$ cat src/rtl/mealy_table_pkg.sv
// Shared types and constants for the table-driven Mealy machine.
// The classic exercise table applies only to the 3-bit state / 1-bit in / 1-bit out build.
package mealy_table_pkg;

  localparam int TRANS_CNT_W = 16;

  typedef struct packed {
    logic [2:0] next;
    logic       out;
  } entry_t;

  // Index is {state, in}; element 0 is S0/in0.
  localparam entry_t DEFAULT_TABLE [16] = '{
    '{3'd0, 1'b0}, '{3'd3, 1'b1},  // S0
    '{3'd2, 1'b1}, '{3'd4, 1'b1},  // S1
    '{3'd5, 1'b1}, '{3'd0, 1'b0},  // S2
    '{3'd1, 1'b0}, '{3'd7, 1'b1},  // S3
    '{3'd7, 1'b1}, '{3'd1, 1'b0},  // S4
    '{3'd7, 1'b1}, '{3'd6, 1'b1},  // S5
    '{3'd5, 1'b0}, '{3'd7, 1'b1},  // S6
    '{3'd7, 1'b0}, '{3'd1, 1'b0}   // S7
  };

endpackage

$ cat src/rtl/mealy_table_mem.sv
// Register table of {next, out} entries with reset-default contents,
// one write port and one combinational read port.
module mealy_table_mem
  import mealy_table_pkg::*;
#(
  parameter int STATE_W = 3,
  parameter int IN_W    = 1,
  parameter int OUT_W   = 1
) (
  input  logic                       clk,
  input  logic                       reset,
  input  logic                       cfg_we,
  input  logic [STATE_W+IN_W-1:0]    cfg_addr,
  input  logic [STATE_W+OUT_W-1:0]   cfg_data,
  input  logic [STATE_W+IN_W-1:0]    rd_addr,
  output logic [STATE_W+OUT_W-1:0]   rd_data
);

  localparam int ADDR_W  = STATE_W + IN_W;
  localparam int ENTRY_W = STATE_W + OUT_W;
  localparam int DEPTH   = 1 << ADDR_W;
  localparam bit IS_CLASSIC = (STATE_W == 3) && (IN_W == 1) && (OUT_W == 1);

  logic [ENTRY_W-1:0] mem [DEPTH];

  // Non-classic builds default to a self-loop in every state with output 0.
  function automatic logic [ENTRY_W-1:0] default_entry(input int unsigned idx);
    logic [ADDR_W-1:0] a;
    a = ADDR_W'(idx);
    if (IS_CLASSIC) return ENTRY_W'(DEFAULT_TABLE[idx[3:0]]);
    else            return {a[ADDR_W-1 -: STATE_W], {OUT_W{1'b0}}};
  endfunction

  always_ff @(posedge clk) begin
    if (!reset) begin
      for (int unsigned i = 0; i < DEPTH; i++) mem[i] <= default_entry(i);
    end else if (cfg_we) begin
      mem[cfg_addr] <= cfg_data;
    end
  end

  // Reads see the pre-edge contents, so a same-cycle write is not observed.
  assign rd_data = mem[rd_addr];

endmodule

$ cat src/rtl/mealy_table_fsm.sv
// Table-driven Mealy FSM: registered state/out, priority reset > load > step > hold.
// Optional saturating state-change counter enabled by FSM_TRANS_CNT_EN.
module mealy_table_fsm
  import mealy_table_pkg::*;
#(
  parameter int STATE_W = 3,
  parameter int IN_W    = 1,
  parameter int OUT_W   = 1
) (
  input  logic                       clk,
  input  logic                       reset,
  input  logic                       step,
  input  logic [IN_W-1:0]            in,
  input  logic                       load_en,
  input  logic [STATE_W-1:0]         load_state,
  input  logic                       cfg_we,
  input  logic [STATE_W+IN_W-1:0]    cfg_addr,
  input  logic [STATE_W+OUT_W-1:0]   cfg_data,
`ifdef FSM_TRANS_CNT_EN
  output logic [TRANS_CNT_W-1:0]     trans_cnt,
`endif
  output logic [OUT_W-1:0]           out,
  output logic [STATE_W-1:0]         state
);

  localparam int ENTRY_W = STATE_W + OUT_W;

  logic [STATE_W-1:0] state_q, state_d;
  logic [OUT_W-1:0]   out_q, out_d;
  logic [ENTRY_W-1:0] entry;
  logic [STATE_W-1:0] entry_next;
  logic [OUT_W-1:0]   entry_out;

  mealy_table_mem #(
    .STATE_W (STATE_W),
    .IN_W    (IN_W),
    .OUT_W   (OUT_W)
  ) u_mem (
    .clk      (clk),
    .reset    (reset),
    .cfg_we   (cfg_we),
    .cfg_addr (cfg_addr),
    .cfg_data (cfg_data),
    .rd_addr  ({state_q, in}),
    .rd_data  (entry)
  );

  assign entry_next = entry[ENTRY_W-1 -: STATE_W];
  assign entry_out  = entry[OUT_W-1:0];

  always_comb begin
    state_d = state_q;
    out_d   = out_q;
    if (load_en) begin
      state_d = load_state;
    end else if (step) begin
      state_d = entry_next;
      out_d   = entry_out;
    end
  end

  always_ff @(posedge clk) begin
    if (!reset) begin
      state_q <= '0;
      out_q   <= '0;
    end else begin
      state_q <= state_d;
      out_q   <= out_d;
    end
  end

  assign state = state_q;
  assign out   = out_q;

`ifdef FSM_TRANS_CNT_EN
  logic [TRANS_CNT_W-1:0] trans_cnt_q;

  // state_d only differs from state_q on a load or step edge.
  always_ff @(posedge clk) begin
    if (!reset) begin
      trans_cnt_q <= '0;
    end else if ((state_d != state_q) && (trans_cnt_q != {TRANS_CNT_W{1'b1}})) begin
      trans_cnt_q <= trans_cnt_q + TRANS_CNT_W'(1);
    end
  end

  assign trans_cnt = trans_cnt_q;
`endif

endmodule
$ cat config.mk
export PLATFORM = sky130hd
export DESIGN_NAME = mealy_table_fsm
export DESIGN_NICKNAME = d
export VERILOG_FILES = /design/src/rtl/mealy_table_pkg.sv /design/src/rtl/mealy_table_mem.sv /design/src/rtl/mealy_table_fsm.sv
export SDC_FILE = /design/constraint.sdc
export NUM_CORES = 1
export LEC_CHECK = 0
export BUFFER_PORTS_ARGS = -buffer_cell sky130_fd_sc_hd__buf_2
export CAP_MARGIN = 20
export CORE_MARGIN = 1
export CORE_UTILIZATION = 40
export DETAILED_ROUTE_END_ITERATION = 8
export HOLD_SLACK_MARGIN = 0.1
export PLACE_DENSITY = 0.55
export RECOVER_POWER = 25
export SLEW_MARGIN = 20
export SYNTH_ARGS = -nofsm -noshare
export SYNTH_HDL_FRONTEND = slang
export SYNTH_SLANG_ARGS = --single-unit
$ cat constraint.sdc
create_clock -name clk -period 3.9 [get_ports clk]
set_clock_uncertainty 0.15 [all_clocks]
set_input_delay 0.39 -clock clk [delete_from_list [all_inputs] [get_ports clk]]
set_output_delay 0.39 -clock clk [all_outputs]
set_load 0.05 [all_outputs]
==> results.toml <==
[run_status]
outcome = "finished clean"

[layout]
nets = 285
syn2layout_area_growth_pct = 10.64
final_area_sq_mm = 0.003592
antennaDiodeCount = 0
drive_gt1_share_pct = 13.55
utilization_pct = 46.01
n_fill_cell = 747

[routing]
post_drt_wl_per_cell_um = 19.40
drtIter0Drc = 196
num_vias = 2064
drt-total-wl_um = 7274
antenna_left = 0
drt_first_pass_iters = 4
remaining_drc_errors = 0
routed_via_density = 5.504

[global_routing]
grt_pass1_vias = 2042
grt_max_degree = 26
grt_usage_pct = 19.04
antenna_found_initial = 0
grt_pass1_wl_um = 11470
overflow = 0

[timing]
whs_ns = 0.1812
maxSlewHeadroom_pct = 18.53
min_period_over_period_pct = 70.04
rsz0062_at_grt = "false"
fin_crit_ns = 2.731
setup_violations = 0
report.final.slew_viol_count = 0
clock.fmax_mhz = 366.1
fin_setup_tns_ns = 0
finalHoldViolCount = 0
worstMarginPinSlew_ns = 1.222

[power]
combPwrFrac_pct = 8.9
p_clk_share_pct = 40.0
swShare_pct = 22.64
p_sw_uw = 383.6
internal_power_mw = 1.311
power_frac_seq_pct = 51.0
p_per_area_mw_per_mm2 = 471.7
peakVddDrop_v = 0.0001978
p_leak_nw = 1.202

[setup_path]
critical_path_required_ns = 3.85
worst_path_largest_cell_delay_ns = 0.87
crit_fanout = 25
cp-start-kind = "input port"
cpMaxStageDelayCell = "clkbuf_1"
timing.rr.start = "state[0]"
crit_type = "in -> reg"
crit_chain = "clkbuf_1, nand4b_1, or3_1, or2_2"
arrival_ns = 2.68
startpoint = "reset"
worstSetupEndpointType = "flop"

[floorplan]
die-area_sq_mm = 0.008481
fp.dieW_um = 92.10
die_h_um = 92.10
initial_core_util_pct = 41.59
core-area_sq_mm = 0.007807
boundaryPins = 21
rows = 32

[placement]
dp_hpwl_um = 4903
portBuffers = 20
postPlaceCellArea_sq_mm = 0.003366
gp_congestion = 0.7436

[logic_synthesis]
ys_ff_latch = 68
yosysWarnings = 0
synth_cells = 259
syn_nets = 276
synth.distinct_cells = 29
syn_area_per_cell_sq_um = 12.54
syn_area_sq_mm = 0.003247
synth_seq_area_share_pct = 61.66

[hold_path]
min-delay-start = "cfg_data[2]"
hp-class = "in -> reg"

[clock_network]
cts_num_sinks = 68
clk_latency_ns = 0.35
cts-buffers-inserted = 9
holdBufCountCts = 0
cts_tree = "built"
clkTransAtPathRegs_ns = 0.08
cts_setup_buffers = 0
max-clock-path-buffers = 2
htree_num_levels = 3
ctsRootBufferMaster = "clkbuf_8"
cts.repair.resized = 0

[flow_run]
drv_cap = 0
power by group through the flow:
stage                     clock network, mW  registers (mW)  logic, mW
after global placement                    0           0.880      0.152
after global routing                  0.719           0.870      0.164
final                                 0.678           0.865      0.151
after CTS                             0.683           0.865      0.153
after detailed placement                  0           0.881      0.153
after floorplan                           0           0.878      0.102
worst paths after layout:
path                                        end  slack, ns  depth (start not counted)
worst max-delay path            u_mem.mem[8][0]       1.17                          4
worst min-delay path            u_mem.mem[2][2]       0.18                          2
worst max register to register              out       1.85                          4
worst min register to register              out       0.34                          1
synth_stat cells:
master,count,share of area (%)
a211oi_1,1,0.23
a22oi_1,4,0.92
a311o_1,1,0.31
buf_1,1,0.12
buf_12,1,0.62
buf_2,2,0.31
buf_6,1,0.35
clkbuf_1,17,2.0
dfxtp_1,4,2.5
edfxtp_1,64,59
inv_1,6,0.69
mux2i_1,15,4.6
mux4_1,6,4.9
mux4_2,4,2.8
nand2_1,37,4.3
nand2b_1,11,2.1
nand3_1,5,0.77
nand3b_1,1,0.23
nand4_1,4,0.77
nand4b_1,2,0.54
nor2_1,12,1.4
nor2b_1,2,0.39
nor3_1,22,3.4
nor4_1,6,1.2
o21ai_0,11,1.7
o311ai_0,1,0.27
o31ai_1,3,0.69
or2_2,3,0.58
or3_1,12,2.3
state kept, by name, summed over array words and instances, names as in the netlist:
signal     flops
state          3
out            1
u_mem.mem     64
layer usage:
metal | part of all wire [%] | vias to the layer above | GRT usage, %
met3 | 7.3 | 7 | 5.887
met5 | 0 | - | 0
met4 | 1.1 | 0 | 6.250
li1 | - | 992 | -
met2 | 46 | 69 | 29.48
met1 | 45 | 996 | 25.49
cell usage in the layout, fill, tap and decap left out:
| master | n |
|---|---|
| o21ai_0 | 11 |
| inv_1 | 6 |
| dfxtp_1 | 4 |
| mux4_2 | 4 |
| nand2_1 | 37 |
| nor2b_1 | 2 |
| buf_2 | 17 |
| mux2i_1 | 15 |
| or2_2 | 3 |
| edfxtp_1 | 64 |
| nand4b_1 | 2 |
| o31ai_1 | 3 |
| nand3_1 | 5 |
| nand4_1 | 4 |
| clkinv_1 | 2 |
| nor2_1 | 12 |
| nand3b_1 | 1 |
| nor3_1 | 22 |
| a22oi_1 | 4 |
| clkbuf_1 | 4 |
| a311o_1 | 1 |
| a211oi_1 | 1 |
| nor4_1 | 6 |
| nand2b_1 | 11 |
| or3_1 | 12 |
| o311ai_0 | 1 |
| mux4_1 | 6 |
| clkbuf_8 | 9 |
| bufinv_16 | 3 |
| clkinv_2 | 1 |
area by class of cell:
| cell class | instances | area [sq um] | share of cell area [%] |
|---|---|---|---|
| flip-flops and latches | 68 | 2002 | 55.73 |
| multi-input cells | 163 | 1114 | 31.00 |
| clock buffers | 10 | 127.6 | 3.553 |
| well taps | 102 | 127.6 | 3.553 |
| clock inverters | 6 | 102.6 | 2.856 |
| repair buffers | 20 | 96.34 | 2.682 |
| inverters | 6 | 22.52 | 0.6270 |
worst max-delay path, delay by kind of cell:
kind / cells / cell delay [ns]
buffers and inverters: 1 / 0.87
and+or+nand+nor: 3 / 1.40
metrics by stage:
step	worst slack (ns)	total power [mW]	instances
floorplan	1.892	0.9803	259
global placement	1.412	1.032	359
detailed placement	1.405	1.034	359
CTS	1.763	1.701	375
global route	0.9318	1.753	375
finish	1.169	1.694	375
cells by family (layout without fill, tap and decap cells):
group | count (synthesis) | count (layout) | synth area share (%)
AND/OR/NAND/NOR | 117 | 117 | 17.92
flip-flops | 68 | 68 | 61.66
buffers and inverters | 28 | 42 | 4.046
multiplexers | 25 | 25 | 12.25
AO/OA/AOI/OAI | 21 | 21 | 4.123
Note: power is estimated with default switching activity, not from simulation.
